## config.mk

```make
export PLATFORM = sky130hd
export DESIGN_NAME = datapath_mc
export DESIGN_NICKNAME = d
export VERILOG_FILES = /design/src/rtl/datapath_mc.sv
export SDC_FILE = /design/constraint.sdc
export NUM_CORES = 2
export LEC_CHECK = 0
export ABC_AREA = 1
export BUFFER_PORTS_ARGS = -buffer_cell sky130_fd_sc_hd__buf_2
export CELL_PAD_IN_SITES_DETAIL_PLACEMENT = 0
export CELL_PAD_IN_SITES_GLOBAL_PLACEMENT = 1
export CORE_MARGIN = 3
export CORE_UTILIZATION = 40
export DETAILED_ROUTE_END_ITERATION = 10
export GPL_ROUTABILITY_DRIVEN = 0
export PLACE_DENSITY = 0.73
export SKIP_LAST_GASP = 1
export SYNTH_ARGS = -nofsm -noshare
export SYNTH_HDL_FRONTEND = slang
export SYNTH_SLANG_ARGS = --single-unit
```

## constraint.sdc

```tcl
create_clock -name clk -period 6.2 [get_ports clk]
set_clock_uncertainty 0.1 [all_clocks]
set_input_delay 0.93 -clock clk [delete_from_list [all_inputs] [get_ports clk]]
set_output_delay 0.93 -clock clk [all_outputs]
set_load 0.005 [all_outputs]
```

## src/rtl/datapath_mc.sv

```systemverilog
// -----------------------------------------------------------------------------
// datapath_mc -- multi-cycle RV32I datapath.
//
// A four-state sequencer (FETCH -> EXEC -> [MEM] -> WB) steps one instruction
// at a time. The instruction and data sides use valid/ready-style handshakes,
// so memories of any latency can be attached. Decode is done outside this block
// by the control unit (UC). The UC sees opecode/f3/f7 from the instruction
// register and returns the control inputs below.
//
// Parameters
//   PC_WIDTH  PC / instruction-address width (8..32)
//   RESET_PC  PC loaded on reset (low two bits zero)
//   NREGS     architectural registers (16 or 32); indices are truncated
//
// Ports
//   clk, rst_n                 clock, synchronous active-low reset
//   instr, instrValid          fetched word and its valid strobe
//   readData, memValid         load data / data-access completion
//   branch..regWrite           UC control (sampled in EXEC, MEM, WB only)
//   pc, instrReq               instruction address and fetch request
//   ALUResult, writeData       registered data address and store data
//   memReq, memWe              data-access request and write qualifier
//   zero                       combinational ALU zero flag
//   opecode, f3, f7            instruction fields for the UC
//   instrRetired               one-cycle pulse in the write-back cycle
// -----------------------------------------------------------------------------
module datapath_mc #(
  parameter int unsigned PC_WIDTH = 16,
  parameter int unsigned RESET_PC = 0,
  parameter int unsigned NREGS    = 32
) (
  input  logic                clk,
  input  logic                rst_n,
  input  logic [31:0]         instr,
  input  logic                instrValid,
  input  logic [31:0]         readData,
  input  logic                memValid,
  input  logic                branch,
  input  logic                jump,
  input  logic                jalr,
  input  logic [1:0]          resultSrc,
  input  logic [2:0]          ALUControl,
  input  logic                ALUSrc,
  input  logic [2:0]          inmSrc,
  input  logic                memRead,
  input  logic                memWrite,
  input  logic                regWrite,
  output logic [PC_WIDTH-1:0] pc,
  output logic                instrReq,
  output logic [31:0]         ALUResult,
  output logic [31:0]         writeData,
  output logic                memReq,
  output logic                memWe,
  output logic                zero,
  output logic [6:0]          opecode,
  output logic [2:0]          f3,
  output logic                f7,
  output logic                instrRetired
);

  localparam int unsigned RIDX_W = $clog2(NREGS);

  typedef enum logic [1:0] {S_FETCH, S_EXEC, S_MEM, S_WB} state_e;

  state_e                state_q, state_d;
  logic [PC_WIDTH-1:0]   pc_q;
  logic [31:0]           ir_q, alu_out_q, a_q, b_q, mdr_q;
  logic                  zero_q;
  logic [31:0]           rf_q [NREGS];

  logic [RIDX_W-1:0]     rs1_idx, rs2_idx, rd_idx;
  logic [31:0]           rs1_val, rs2_val, src_b, imm_ext, alu_res, result;
  logic [PC_WIDTH-1:0]   pc_plus4, pc_target, pc_sel, pc_next;
  logic                  taken;

  // Operand A is captured for trace/debug visibility; the ALU reads the
  // register file directly in EXEC, so nothing downstream consumes it.
  logic unused_a;
  assign unused_a = ^a_q;

  // ---------------------------------------------------------------------------
  // Instruction fields and register-file read (x0 hard-wired to zero)
  // ---------------------------------------------------------------------------
  assign opecode = ir_q[6:0];
  assign f3      = ir_q[14:12];
  assign f7      = ir_q[30];

  assign rs1_idx = ir_q[15 +: RIDX_W];
  assign rs2_idx = ir_q[20 +: RIDX_W];
  assign rd_idx  = ir_q[7  +: RIDX_W];

  assign rs1_val = (rs1_idx == '0) ? 32'd0 : rf_q[rs1_idx];
  assign rs2_val = (rs2_idx == '0) ? 32'd0 : rf_q[rs2_idx];

  // ---------------------------------------------------------------------------
  // Immediate generation
  // ---------------------------------------------------------------------------
  // NOTE: every always_comb output gets a default first so no path leaves it
  // unassigned, which would otherwise infer a latch.
  always_comb begin
    imm_ext = 32'd0;
    case (inmSrc)
      3'b000:  imm_ext = {{20{ir_q[31]}}, ir_q[31:20]};
      3'b001:  imm_ext = {{20{ir_q[31]}}, ir_q[31:25], ir_q[11:7]};
      3'b010:  imm_ext = {{19{ir_q[31]}}, ir_q[31], ir_q[7], ir_q[30:25], ir_q[11:8], 1'b0};
      3'b011:  imm_ext = {{11{ir_q[31]}}, ir_q[31], ir_q[19:12], ir_q[20], ir_q[30:21], 1'b0};
      3'b100:  imm_ext = {ir_q[31:12], 12'd0};
      default: imm_ext = 32'd0;
    endcase
  end

  // ---------------------------------------------------------------------------
  // ALU
  // ---------------------------------------------------------------------------
  assign src_b = ALUSrc ? imm_ext : rs2_val;

  always_comb begin
    alu_res = 32'd0;
    case (ALUControl)
      3'b000: alu_res = rs1_val + src_b;
      3'b001: alu_res = rs1_val - src_b;
      3'b010: alu_res = rs1_val & src_b;
      3'b011: alu_res = rs1_val | src_b;
      3'b100: alu_res = rs1_val ^ src_b;
      3'b101: alu_res = {31'd0, $signed(rs1_val) < $signed(src_b)};
      3'b110: alu_res = rs1_val >> src_b[4:0];
      3'b111: alu_res = rs1_val << src_b[4:0];
      default: alu_res = 32'd0;
    endcase
  end

  assign zero = (alu_res == 32'd0);

  // ---------------------------------------------------------------------------
  // Next PC and write-back value (used in WB, where IR and ALUOut are stable)
  // ---------------------------------------------------------------------------
  // beq has f3[0] = 0, bne has f3[0] = 1, so IR[12] inverts the zero sense.
  assign taken     = branch & (zero_q ^ ir_q[12]);
  assign pc_plus4  = pc_q + PC_WIDTH'(4);
  assign pc_target = pc_q + imm_ext[PC_WIDTH-1:0];

  always_comb begin
    pc_sel = pc_plus4;
    if (jalr)
      pc_sel = alu_out_q[PC_WIDTH-1:0];
    else if (jump || taken)
      pc_sel = pc_target;
  end

  // Instruction addresses stay word aligned even for odd JALR targets.
  assign pc_next = pc_sel & ~PC_WIDTH'(3);

  always_comb begin
    result = alu_out_q;
    case (resultSrc)
      2'b00: result = alu_out_q;
      2'b01: result = mdr_q;
      2'b10: result = imm_ext;
      2'b11: result = 32'(pc_plus4);
      default: result = alu_out_q;
    endcase
  end

  // ---------------------------------------------------------------------------
  // Sequencer: state register plus next-state / handshake decode
  // ---------------------------------------------------------------------------
  // NOTE: clocked state uses non-blocking assignments so every register
  // samples pre-edge values regardless of process ordering.
  always_ff @(posedge clk) begin
    if (!rst_n) state_q <= S_FETCH;
    else        state_q <= state_d;
  end

  always_comb begin
    state_d      = state_q;
    instrReq     = 1'b0;
    memReq       = 1'b0;
    memWe        = 1'b0;
    instrRetired = 1'b0;
    case (state_q)
      S_FETCH: begin
        instrReq = 1'b1;
        if (instrValid) state_d = S_EXEC;
      end
      S_EXEC:  state_d = (memRead || memWrite) ? S_MEM : S_WB;
      S_MEM: begin
        memReq = 1'b1;
        memWe  = memWrite;
        if (memValid) state_d = S_WB;
      end
      S_WB: begin
        instrRetired = 1'b1;
        state_d      = S_FETCH;
      end
      default: state_d = S_FETCH;
    endcase
    // Requests must not leak out while reset is held, whatever state we are in.
    if (!rst_n) begin
      instrReq     = 1'b0;
      memReq       = 1'b0;
      memWe        = 1'b0;
      instrRetired = 1'b0;
    end
  end

  // ---------------------------------------------------------------------------
  // Datapath registers
  // ---------------------------------------------------------------------------
  always_ff @(posedge clk) begin
    if (!rst_n) begin
      pc_q      <= PC_WIDTH'(RESET_PC);
      ir_q      <= 32'd0;
      alu_out_q <= 32'd0;
      a_q       <= 32'd0;
      b_q       <= 32'd0;
      mdr_q     <= 32'd0;
      zero_q    <= 1'b0;
    end else begin
      case (state_q)
        S_FETCH: if (instrValid) ir_q <= instr;
        S_EXEC: begin
          a_q       <= rs1_val;
          b_q       <= rs2_val;
          alu_out_q <= alu_res;
          zero_q    <= zero;
        end
        S_MEM:   if (memValid) mdr_q <= readData;
        S_WB:    pc_q <= pc_next;
        default: ;
      endcase
    end
  end

  // NOTE: the register file has no reset; its contents survive rst_n, and
  // leaving it out of reset lets it map onto plain storage.
  always_ff @(posedge clk) begin
    if (rst_n && (state_q == S_WB) && regWrite && (rd_idx != '0))
      rf_q[rd_idx] <= result;
  end

  assign pc        = pc_q;
  assign ALUResult = alu_out_q;
  assign writeData = b_q;

endmodule
```

# After elaboration in Yosys (flattened, before gate mapping)
# Memories as Yosys holds them, arrays and structs flattened. A register that Yosys moved wholly into a read port is not among the register bits.
# Cells that the tools add are included.
# word_totals
ff_bits	145
mem_bits_rw	1024
out_inout_bits	96
word_cells	81
n_memories	1
# classes
n_addsub	4
order_cmp	1
n_eq_ne	19
shifts	2
mux	26
n_bitwise	5
reduce_logical	16
# mem_list
memory	words	width	read_ports	rd_clocked_by_memory_dff	wr	line_no	text
rf_q	32	32	2	2	1	69	logic [31:0] rf_q [NREGS];
# ops
op	count
$pmux W32 S8	1
$pmux W32 S5	1
$pmux W32 S4	1
$mux W32	3
$add A32 B32 Y32	1
$and A32 B32 Y32	1
$logic_not A32 Y1	1
$lt A32 B32 Y1	1
$mux W16	2
$or A32 B32 Y32	1
$shl A32 B5 Y32	1
$shr A32 B5 Y32	1
$sub A32 B32 Y32	1
$xor A32 B32 Y32	1
$mux W5	4
$add A16 B16 Y16	1
$add A16 B3 Y16 const B	1
$eq A3 B3 Y1 const B	5
$eq A3 B2 Y1 const B	4
$mux W1	11
$logic_not A5 Y1	2
$eq A2 B2 Y1 const B	4
$pmux W2 S4	1
$eq A3 B1 Y1 const B	2
11 further kinds	21

# Depth between registers and ports, before layout
# logic_depth
ltp_word	6
ltp_mapped	41
depth_no_buf	37

# Worst setup path after synthesis
# Ideal clock, no wire load.
# synth_timing
kind	register -> output
startpoint	register (tool-made name)
endpoint	output port zero
arrival_time_ns	4.764
slack_ns	0.406
stages_incl_launch_ff	38
cell_sequence	dfxtp_1 -> buf_4 -> inv_2 -> buf_6 -> buf_6 -> buf_2 -> clkbuf_1 -> clkbuf_1 -> clkbuf_1 -> nor2_1 -> o22ai_1 -> nor2_1 -> o21ai_0 -> nand3_1 -> nand2_1 -> o21ai_0 -> ha_1 -> clkbuf_1 -> [2 not listed] -> nand2_1 -> a21oi_1 -> o21ai_0 -> a21oi_1 -> inv_1 -> nand2_1 -> nand2_1 -> a21o_1 -> a21o_1 -> o21ai_0 -> a21oi_1 -> nor2_1 -> nand2_1 -> nor2_1 -> nand2_1 -> nor2_1 -> nand2_1 -> inv_1
# synth_lines
element	line_no	text
end, declared	54	output logic zero,

==> summary.txt <==
Status -> finished with violations
Failing checks -> setup timing
Period Utilization, post-route -> 108%
Synth Cell Area -> 66,000 um^2
Final core utilization -> 50.3%
Worst path slowest cell -> dfxtp_4
Vias in the first global route -> 62,200
Fill cells -> 15,300
Final wirelength -> 309,000 um
Vias per cell -> 6.18
Post-placement cell area -> 75,000 um^2
Initial DRC count -> 9,852
Worst path required time -> 5.17 ns
Worst slack, placed -> -0.117 ns
Crit path DAT -> 5.67 ns
Share of post-route cells with drive strength above 1 -> 17.7%
Seq/Total Area, Yosys -> 51.3%
Final Power -> 41.8 mW
R2R depth -> 31
Num CTS Buffers -> 135
Critical Setup Path Class -> flip-flop to output pin
Skew-Pair Late Insertion Delay -> 0.79 ns
Element type at the critical path end -> output pin
Post-synth ARST share -> 0%
Pwr/cell area -> 508 nW/um^2
Max cap viols -> 0
Initial antenna violation count -> 11
Initial Utilization -> 40.4%
Setup TNS -> -0.495 ns
WL per Instance -> 28.3 um
Die footprint -> 170,000 um^2
Unrepaired setup endpoints after global routing -> true
Final Hold Fails -> 0
Detailed placement HPWL -> 198,000 um
Peak VDD IR -> 0.297 mV
Ys flop type -> edfxtp_1
Htree depth -> 4
Setup ws final -> -0.495 ns
Fin nets -> 8,848
Synth-to-layout area growth -> 24.5%
Hold Crit Class -> primary input to flip-flop
Yosys reg bits -> 1,179
Slew Viols, Final -> 0
EDFF count, synth -> 1,024
Remaining DRCs -> 0
Largest net degree at the start of global routing -> 110
CP Launch Type -> flip-flop
Die Y -> 412 um
Worst Hold Depth -> 3
First-pass iteration count of the detailed router -> 7
Yosys warns -> 0
CP max stage delay -> 0.51 ns
GR Overflow Total -> 0
Syn_area_per_cell -> 8.28 um^2
Total GRT Usage -> 35.2%
Slew headroom -> 10.6%
Hold Crit Start -> instr[14]
Max FO, Critical Path -> 15
Clock root buffer master -> clkbuf_16
Post-DRT Antenna Nets -> 0
Final critical-path required period -> 6.70 ns
PortBufs -> 176
Num rows -> 148
Lkg Pwr -> 33.0 nW
Die span in x -> 412 um
# IOs -> 179
Post-Synthesis Cells -> 7,974
Clock buffer depth -> 3
Cell variety after synth -> 57
Crit-path most repeated cell -> nor2_1
Core area -> 163,000 um^2
FMAX -> 0.149 GHz
# setup viols final -> 1
Vias -> 67,500
Worst Max-Slew Pin Slew -> 1.34 ns
CTS clk-pin slew, worst paths -> 0.06 ns
CTS tree -> done
Hold_buf cts -> 0
First-pass GRT wire length -> 436,000 um
Finished Cell Area -> 82,200 um^2
Sink Count -> 1,179
[state kept, by name (all words and copies together), names as in the netlist, named ones only]
| register | flops |
|---|---|
| rf_q | 1024 |
| ALUResult | 32 |
| ir_q | 32 |
| mdr_q | 32 |
| writeData | 32 |
| pc | 14 |
| state_q | 2 |
| zero_q | 1 |
[critical path: cells and delay by family (launching register included)]
| family | cells | cell delay (ns) |
|---|---|---|
| AO/OA/AOI/OAI | 8 | 1.54 |
| adder cells (fa/ha/maj) | 1 | 0.28 |
| buffers and inverters | 10 | 1.27 |
| flip-flops | 1 | 0.51 |
| AND/OR/NAND/NOR | 11 | 1.22 |
[logic make-up after synthesis]
group | Yosys count | synth area share, %
flops | 1179 | 51.3
compound gates | 1565 | 13.7
xor+xnor | 22 | 0.292
buf+inv | 885 | 5.62
simple gates | 4203 | 26.8
fa+ha+maj | 119 | 2.29
other cells | 1 | 0.00568
[final cells by class]
type,instances,area (um^2),share of cell area (%)
antenna,8,20.0,0.0244
clock buffer,160,3500,4.26
clock inverter,80,922,1.12
inverter,279,1110,1.35
multi-input combinational,5943,29700,36.1
sequential,1179,33900,41.2
tap,2175,2720,3.31
timing repair buffer,1106,10300,12.5
timing repair inverter,2,17.5,0.0213
[layer usage]
metal  vias up  track usage, %  part of all wire [%]
met5         -               0                 0.012
met4         6            20.1                   6.6
met3       961            8.36                    12
met2      4859            52.3                    43
met1     32300            46.9                    38
li1      29400               -                     -
[per-stage QoR]
stage	std cells	hold WS [ns]
floorplan	8007	0.345
global placement	10600	0.360
detailed placement	10600	0.365
CTS	10900	0.236
global route	10900	0.284
finish	10900	0.288
[placed cells by master (no fill, tap or decap), drive strengths merged, types with 70 or more instances in the layout]
cell type and count:
o21ai 857, nand2 1910, clkbuf 167, a21oi 298, edfxtp 1024, o22ai 70
inv 274, ha 116, nor2 858, nand3 1357, o221ai 183, dfxtp 155
buf 1084
[cells in the mapped netlist, types with 19 or more instances]
cell type	instances	share of area, %
o22ai_1	70	0.66
buf_1	53	0.30
buf_4	28	0.32
edfxtp_1	1024	47
a21oi_1	297	2.3
o211ai_1	54	0.61
inv_1	267	1.5
nand4_1	29	0.27
clkbuf_1	356	2.0
nand3_1	1354	10
ha_1	116	2.2
nand2_1	1903	11
o21ai_0	821	6.2
o21ai_1	35	0.27
buf_2	157	1.2
a22oi_1	19	0.22
a221oi_1	21	0.28
nor2_1	855	4.9
o221ai_1	183	2.4
dfxtp_1	155	4.7
[power by group]
| part | internal, mW | switching (mW) | leakage, nW |
|---|---|---|---|
| Sequential | 9.34 | 0.461 | 10.8 |
| Clock | 4.59 | 3.47 | 2.13 |
| Combinational | 9.08 | 14.8 | 20.2 |
[worst paths after layout]
check	slack [ns]	to
setup / recovery	-0.50	zero
hold reg to reg	0.37	ir_q[1]
hold / removal	0.29	ir_q[14]
setup reg to reg	0.93	zero_q
[what timing repair did]
item,CTS,global route
gates cloned,24,7
pin swaps,64,59
gates resized for setup,204,118
buffers inserted,50,23
setup endpoints to repair,1,1
(Power assumes the default switching activity.)
